## config.mk

```make
export PLATFORM = sky130hd
export DESIGN_NAME = serial_to_parallel_rx_flat
export DESIGN_NICKNAME = d
export VERILOG_FILES = /design/src/rtl/serial_to_parallel_rx_pkg.sv /design/src/rtl/serial_to_parallel_rx_if.sv /design/src/rtl/serial_to_parallel_rx.sv /design/src/flat_wrapper.sv
export SDC_FILE = /design/constraint.sdc
export NUM_CORES = 1
export LEC_CHECK = 0
export ABC_CLOCK_PERIOD_IN_PS = 1900
export CORE_MARGIN = 4
export CORE_UTILIZATION = 50
export CTS_CLUSTER_DIAMETER = 150
export DETAILED_ROUTE_END_ITERATION = 7
export PLACE_DENSITY = 0.71
export SLEW_MARGIN = 20
export SYNTH_ARGS = -nofsm -noshare
export SYNTH_HDL_FRONTEND = slang
export SYNTH_SLANG_ARGS = --single-unit
```

## constraint.sdc

```tcl
create_clock -name clk -period 1.9 [get_ports clk]
set_input_delay 0.285 -clock clk [delete_from_list [all_inputs] [get_ports clk]]
set_output_delay 0.285 -clock clk [all_outputs]
set_load 0.02 [all_outputs]
```

## src/rtl/serial_to_parallel_rx_pkg.sv

```systemverilog
// Shared PHY definitions: character width, comma/idle code, alignment
// threshold and receive FSM encodings.
package serial_to_parallel_rx_pkg;

    localparam int          WIDTH     = 8;
    localparam logic [7:0]  COM       = 8'hBC;
    localparam int          COM_COUNT = 4;

    typedef enum logic [1:0] {
        SEARCH = 2'd0,
        ALIGN  = 2'd1,
        ACTIVE = 2'd2
    } rx_state_e;

endpackage

```

## src/rtl/serial_to_parallel_rx_if.sv

```systemverilog
// Serial-in / byte-out link between the deserializer and its neighbours.
// The master side drives the serial bit; the slave (the receiver) returns
// the aligned byte, its data flag and the link-active indication.
interface serial_to_parallel_rx_if #(
    parameter int WIDTH = serial_to_parallel_rx_pkg::WIDTH
);
    logic             data_in;
    logic [WIDTH-1:0] data_out;
    logic             valid_out;
    logic             active;

    modport master (output data_in, input data_out, valid_out, active);
    modport slave  (input data_in, output data_out, valid_out, active);
endinterface

```

## src/rtl/serial_to_parallel_rx.sv

```systemverilog
// Receive deserializer: hunts for the comma character on every bit, locks
// byte boundaries once COM_COUNT consecutive aligned commas are seen, then
// presents each aligned byte for a full byte period. Commas are marked
// invalid so the unstriping stage only sees data.
module serial_to_parallel_rx
    import serial_to_parallel_rx_pkg::*;
#(
    parameter int               WIDTH     = serial_to_parallel_rx_pkg::WIDTH,
    parameter logic [WIDTH-1:0] COM       = serial_to_parallel_rx_pkg::COM,
    parameter int               COM_COUNT = serial_to_parallel_rx_pkg::COM_COUNT
) (
    input  logic                    clk,
    input  logic                    reset,
    serial_to_parallel_rx_if.slave  rx
);

    localparam int BCW = $clog2(WIDTH);
    localparam int CCW = $clog2(COM_COUNT + 1);
    localparam logic [BCW-1:0] BIT_LAST = BCW'(WIDTH - 1);

    rx_state_e          state_q, state_d;
    logic [WIDTH-2:0]   sreg_q, sreg_d;
    logic [BCW-1:0]     bit_cnt_q, bit_cnt_d;
    logic [CCW-1:0]     com_cnt_q, com_cnt_d;
    logic [WIDTH-1:0]   data_q, data_d;
    logic               valid_q, valid_d;
    logic               active_q, active_d;

    logic [WIDTH-1:0]   cand;
    logic               is_com;
    logic               boundary;

    // The byte completed by this edge's bit: 7 bits of history plus the new one.
    assign cand     = {sreg_q, rx.data_in};
    assign is_com   = (cand == COM);
    assign boundary = (bit_cnt_q == BIT_LAST);
    assign sreg_d   = cand[WIDTH-2:0];

    // Next-state and output decode for the alignment FSM.
    always_comb begin
        state_d   = state_q;
        bit_cnt_d = boundary ? '0 : bit_cnt_q + 1'b1;
        com_cnt_d = com_cnt_q;
        data_d    = data_q;
        valid_d   = valid_q;
        active_d  = active_q;

        case (state_q)
            SEARCH: begin
                // No boundary yet: a match anywhere defines the boundary and
                // counts as the first comma of the run.
                bit_cnt_d = '0;
                if (is_com) begin
                    com_cnt_d = CCW'(1);
                    if (COM_COUNT == 1) begin
                        state_d  = ACTIVE;
                        active_d = 1'b1;
                    end else begin
                        state_d = ALIGN;
                    end
                end
            end
            ALIGN: begin
                if (boundary) begin
                    if (is_com) begin
                        com_cnt_d = com_cnt_q + 1'b1;
                        if (com_cnt_q == CCW'(COM_COUNT - 1)) begin
                            state_d  = ACTIVE;
                            active_d = 1'b1;
                        end
                    end else begin
                        com_cnt_d = '0;
                        state_d   = SEARCH;
                    end
                end
            end
            ACTIVE: begin
                // Alignment is trusted from here on; only reset leaves this state.
                if (boundary) begin
                    data_d  = cand;
                    valid_d = !is_com;
                end
            end
            default: begin
                state_d = SEARCH;
            end
        endcase
    end

    // State and datapath registers; reset clears everything, forcing a fresh search.
    always_ff @(posedge clk or negedge reset) begin
        if (!reset) begin
            state_q   <= SEARCH;
            sreg_q    <= '0;
            bit_cnt_q <= '0;
            com_cnt_q <= '0;
            data_q    <= '0;
            valid_q   <= 1'b0;
            active_q  <= 1'b0;
        end else begin
            state_q   <= state_d;
            sreg_q    <= sreg_d;
            bit_cnt_q <= bit_cnt_d;
            com_cnt_q <= com_cnt_d;
            data_q    <= data_d;
            valid_q   <= valid_d;
            active_q  <= active_d;
        end
    end

    assign rx.data_out  = data_q;
    assign rx.valid_out = valid_q;
    assign rx.active    = active_q;

endmodule

```

## src/flat_wrapper.sv

```systemverilog
// flat-port wrapper written by rule: the top's interface ports become plain ports
module serial_to_parallel_rx_flat import serial_to_parallel_rx_pkg::*;
#(
    parameter int               WIDTH     = serial_to_parallel_rx_pkg::WIDTH,
    parameter logic [WIDTH-1:0] COM       = serial_to_parallel_rx_pkg::COM,
    parameter int               COM_COUNT = serial_to_parallel_rx_pkg::COM_COUNT
)
  (clk, reset, rx_data_in, rx_data_out, rx_valid_out, rx_active);
  serial_to_parallel_rx_if #(.WIDTH(WIDTH)) rx_i ();
  input  logic clk;
  input  logic reset;
  input wire logic [$bits(rx_i.data_in)-1:0] rx_data_in;
  output wire logic [$bits(rx_i.data_out)-1:0] rx_data_out;
  output wire logic [$bits(rx_i.valid_out)-1:0] rx_valid_out;
  output wire logic [$bits(rx_i.active)-1:0] rx_active;
  assign rx_i.data_in = rx_data_in;
  assign rx_data_out = rx_i.data_out;
  assign rx_valid_out = rx_i.valid_out;
  assign rx_active = rx_i.active;
  serial_to_parallel_rx #(.WIDTH(WIDTH), .COM(COM), .COM_COUNT(COM_COUNT)) u_core (.clk(clk), .reset(reset), .rx(rx_i));
endmodule
```

==> results.py <==
metrics = {
    "logic_synthesis": {
        "synth.area.mux_share_pct": 11.2,
        "ys.warnings.count": 0,
        "post_synth_fa_ha_maj_area_fraction_pct": 4.68,
        "yosysMostFrequentCell": "sky130_fd_sc_hd__dfrtp_1",
        "synth-edff-count": 0,
        "ys_seq_elements": 25,
        "synthSimpleGateAreaFrac_pct": 13.6,
        "synthDominantCellAreaShare_pct": 58.5,
        "mappedNetlistArea_um2": 1070,
        "dominant_cell_type_by_area_after_synthesis": "sky130_fd_sc_hd__dfrtp_1",
        "avgSynthCellArea_um2": 14.5,
        "yosysUniqueCellTypes": 26,
        "synthArstFlopShare_pct": 100,
        "synthTopCellsByCount": "25 x sky130_fd_sc_hd__dfrtp_1, 8 x sky130_fd_sc_hd__mux2_4, 4 x sky130_fd_sc_hd__ha_1",
        "combinational_family_with_the_most_area_after_synthesis": "simple AND/OR/NAND/NOR gates",
        "synthFlopType": "sky130_fd_sc_hd__dfrtp_1",
        "synth_cells": 74,
        "fraction_of_the_mapped_netlist_area_in_compound_gates_pct": 8.07,
        "yosysSeqAreaShare_pct": 58.5,
        "synth.net_count": 81,
        "synth_top_cells_by_area": "sky130_fd_sc_hd__dfrtp_1 58%, sky130_fd_sc_hd__mux2_4 11%, sky130_fd_sc_hd__ha_1 4.7%, sky130_fd_sc_hd__o311ai_2 3.0%, sky130_fd_sc_hd__nor4b_4 2.2%",
        "xor_xnor_fraction_of_synth_area_pct": 0,
    },
    "critical_path": {
        "r2r_start": "u_core.bit_cnt_q[0]$_DFF_PN0_",
        "crit_path_max_incr_delay_ns": 0.62,
        "setup.worst_path.start_class": "flip-flop",
        "cp_arrival_ns": 1.31,
        "r2r_slack_ns": 0.34,
        "worstRegToRegCells": 4,
        "worst_ep_required_time_ns": 1.62,
        "crit_type": "flip-flop to primary output",
        "timing.critical_path.max_delay_family": "buffers and inverters",
        "critical-path-slowest-cell": "sky130_fd_sc_hd__clkdlybuf4s50_1",
        "cp_max_fo": 2,
        "timing.critical_path.cells": "clkdlybuf4s50_1",
        "crit-reg2reg-capture": "u_core.rx.data_out[4]$_DFFE_PN0P_",
        "crit_path_end_kind": "primary output",
        "critical_path_buf_inv_count": 1,
    },
    "die": {
        "die_width_um": 54.3,
        "placementRows": 16,
        "core_um2": 2000,
        "die_height_um": 54.3,
        "fp.dieArea_um2": 2940,
        "num_io_pins": 13,
        "initial_core_utilization_pct": 53.4,
    },
    "detailed_routing": {
        "post_drt_via_cell_ratio": 5.18,
        "wl_per_cell_um": 13.8,
        "drt-total-wl_um": 1570,
        "drc_violation_count_after_routing": 0,
        "drt_iter0_drc": 4,
        "antenna_violating_nets_post_route": 0,
        "number_of_search_and_repair_iterations_in_the_first_detailed_routing_pass": 4,
        "routed_via_count": 591,
    },
    "sta": {
        "slew_headroom_pct": 75.8,
        "finalSetupTns_ns": 0,
        "highest_achievable_clock_rate_mhz": 627,
        "finalSetupViolations": 0,
        "final-hold-violation-count": 0,
        "fin_crit_ns": 1.59,
        "rsz_0062_raised_after_global_routing": "false",
        "tightest_slew_ns": 0.361,
        "final_min_period_over_clock_period_pct": 83.9,
        "report.final.slew_viol_count": 0,
        "fin_worst_skew_ns": 0.00825,
    },
    "grt": {
        "grt_pass1_vias": 606,
        "globalRouteTotalUtil_pct": 13.5,
        "grt_pass1_wl_um": 2730,
        "antenna_found_initial": 0,
        "grt_max_degree": 26,
        "global_route.overflow_total": 0,
    },
    "power_and_ir_drop": {
        "power-per-cell-area_nw_per_um2": 692,
        "max_vdd_drop_v": 0.000547,
        "p_leak_nw": 0.568,
        "report.power.total_w": 0.000850,
    },
    "finish": {
        "share_of_cells_above_drive_strength_1_pct": 20.7,
        "area_delta_synth_final_pct": 14.7,
        "filler_cell_count": 157,
        "antennaDiodeCount": 0,
        "num-nets-final": 95,
        "final_core_utilization_pct": 61.3,
    },
    "place": {
        "detailed_place_hpwl_um": 1120,
        "place_congestion": 0.730,
        "port_buffers": 12,
    },
    "clock_network": {
        "post_cts_resize_count": 0,
        "clock_latency_ns": 0.31,
        "clk_path_buf_depth": 2,
        "cts.hold.buffers_added": 0,
        "root_buffer_selected_by_cts": "sky130_fd_sc_hd__clkbuf_4",
        "post_cts_buffers": 0,
        "cts_clk_pin_slew_worst_paths_ns": 0.13,
        "total_number_of_clock_tree_sinks": 25,
        "cts_made_buffers": 3,
        "htree_num_levels": 1,
        "tritoncts": "yes",
    },
    "hold_path": {
        "hold_path.class": "input pin to asynchronous set/reset pin",
    },
    "run": {
        "drv_cap": 0,
    },
    "outcome": {
        "status": "complete, no violations",
    },
}
## power breakdown
part | internal [W] | switching (W)
logic | 0.0000328 | 0.0000297
clock network | 0.0000787 | 0.000150
registers | 0.000548 | 0.0000111
total | 0.000660 | 0.000190
## stage by stage
step	instance area, µm²	std cells	setup slack [ns]	hold slack [ns]
CTS	1230	114	0.283	0.302
floorplan	1070	74	0.410	-0.0106
global route	1230	114	0.235	0.301
global placement	1200	110	0.331	0.385
finish	1230	114	0.306	0.300
detailed placement	1200	110	0.308	0.385
## per-layer routing
metal | up-vias | GRT usage (%) | routed length, µm
li1 | 287 | - | -
met4 | 0 | 4.98 | 12
met2 | 13 | 20.5 | 744
met1 | 289 | 17.0 | 730
met3 | 2 | 5.72 | 85
met5 | - | 0 | 0
## area by class of cell
cell class / count / area [µm²] / area share, %
Inverter: 3 / 11.3 / 0.917
Sequential cell: 25 / 626 / 51.0
Clock buffer: 3 / 22.5 / 1.83
Tap cell: 27 / 33.8 / 2.75
Multi-Input combinational cell: 42 / 402 / 32.7
Clock inverter: 1 / 5.00 / 0.408
Timing Repair Buffer: 13 / 128 / 10.4
## worst max-delay path by stage
| stage | cells after the start | startpoint | to | slack, ns |
|---|---|---|---|---|
| 2_1_floorplan | 5 | u_core.bit_cnt_q[0]$_DFF_PN0_ | u_core.rx.data_out[0]$_DFFE_PN0P_ | 0.41 |
| 5_1_grt | 1 | u_core.rx.data_out[1]$_DFFE_PN0P_ | rx_data_out[1] | 0.24 |
| 4_1_cts | 1 | u_core.rx.data_out[1]$_DFFE_PN0P_ | rx_data_out[1] | 0.28 |
| 3_3_place_gp | 4 | rx_data_in | u_core.com_cnt_q[2]$_DFFE_PN0P_ | 0.33 |
| 6_report | 1 | u_core.rx.data_out[1]$_DFFE_PN0P_ | rx_data_out[1] | 0.31 |
| 3_5_place_dp | 4 | rx_data_in | u_core.com_cnt_q[2]$_DFFE_PN0P_ | 0.31 |
## cells by family (layout without fill, tap and decap cells)
logic type | Yosys count | after routing
DFF | 25 | 25
and+or+nand+nor | 19 | 19
AOI/OAI and AO/OA | 11 | 11
muxes | 8 | 8
buffers and inverters | 7 | 20
adders and majority gates | 4 | 4
## layout by cell type (no fill, tap or decap)
cell,netlist,routed
sky130_fd_sc_hd__o311ai_2,2,2
sky130_fd_sc_hd__o21bai_1,1,1
sky130_fd_sc_hd__dfrtp_1,25,25
sky130_fd_sc_hd__nor4b_4,1,1
sky130_fd_sc_hd__nor3b_1,2,2
sky130_fd_sc_hd__buf_4,0,1
sky130_fd_sc_hd__o21ai_0,3,3
sky130_fd_sc_hd__mux2_4,8,8
sky130_fd_sc_hd__nand3_1,1,1
sky130_fd_sc_hd__clkbuf_4,0,3
sky130_fd_sc_hd__nor3_1,1,1
sky130_fd_sc_hd__a21o_1,1,1
sky130_fd_sc_hd__nor2_1,3,3
sky130_fd_sc_hd__o22ai_1,1,1
sky130_fd_sc_hd__ha_1,4,4
sky130_fd_sc_hd__and2_4,1,1
sky130_fd_sc_hd__a31oi_1,2,2
sky130_fd_sc_hd__clkdlybuf4s50_1,0,12
sky130_fd_sc_hd__and4_1,1,1
sky130_fd_sc_hd__nand2_1,2,2
sky130_fd_sc_hd__nand4_1,2,2
sky130_fd_sc_hd__and3b_1,1,1
sky130_fd_sc_hd__nand3b_4,1,1
sky130_fd_sc_hd__a21oi_1,1,1
sky130_fd_sc_hd__inv_1,3,3
sky130_fd_sc_hd__clkinv_2,0,1
sky130_fd_sc_hd__nor2b_1,3,3
## registers in the layout, indices dropped and copies added, names as in the netlist
register             flops
u_core.rx.data_out       8
u_core.sreg_q            7
u_core.bit_cnt_q         3
u_core.com_cnt_q         3
u_core.state_q           2
u_core.rx.active         1
u_core.rx.valid_out      1
## worst register-to-register path: stages, from the launching register on
cell	delay, ns
sky130_fd_sc_hd__dfrtp_1	0.41
sky130_fd_sc_hd__ha_1	0.20
sky130_fd_sc_hd__ha_1	0.30
sky130_fd_sc_hd__nand3b_4	0.23
sky130_fd_sc_hd__mux2_4	0.32
(Power assumes the default switching activity.)
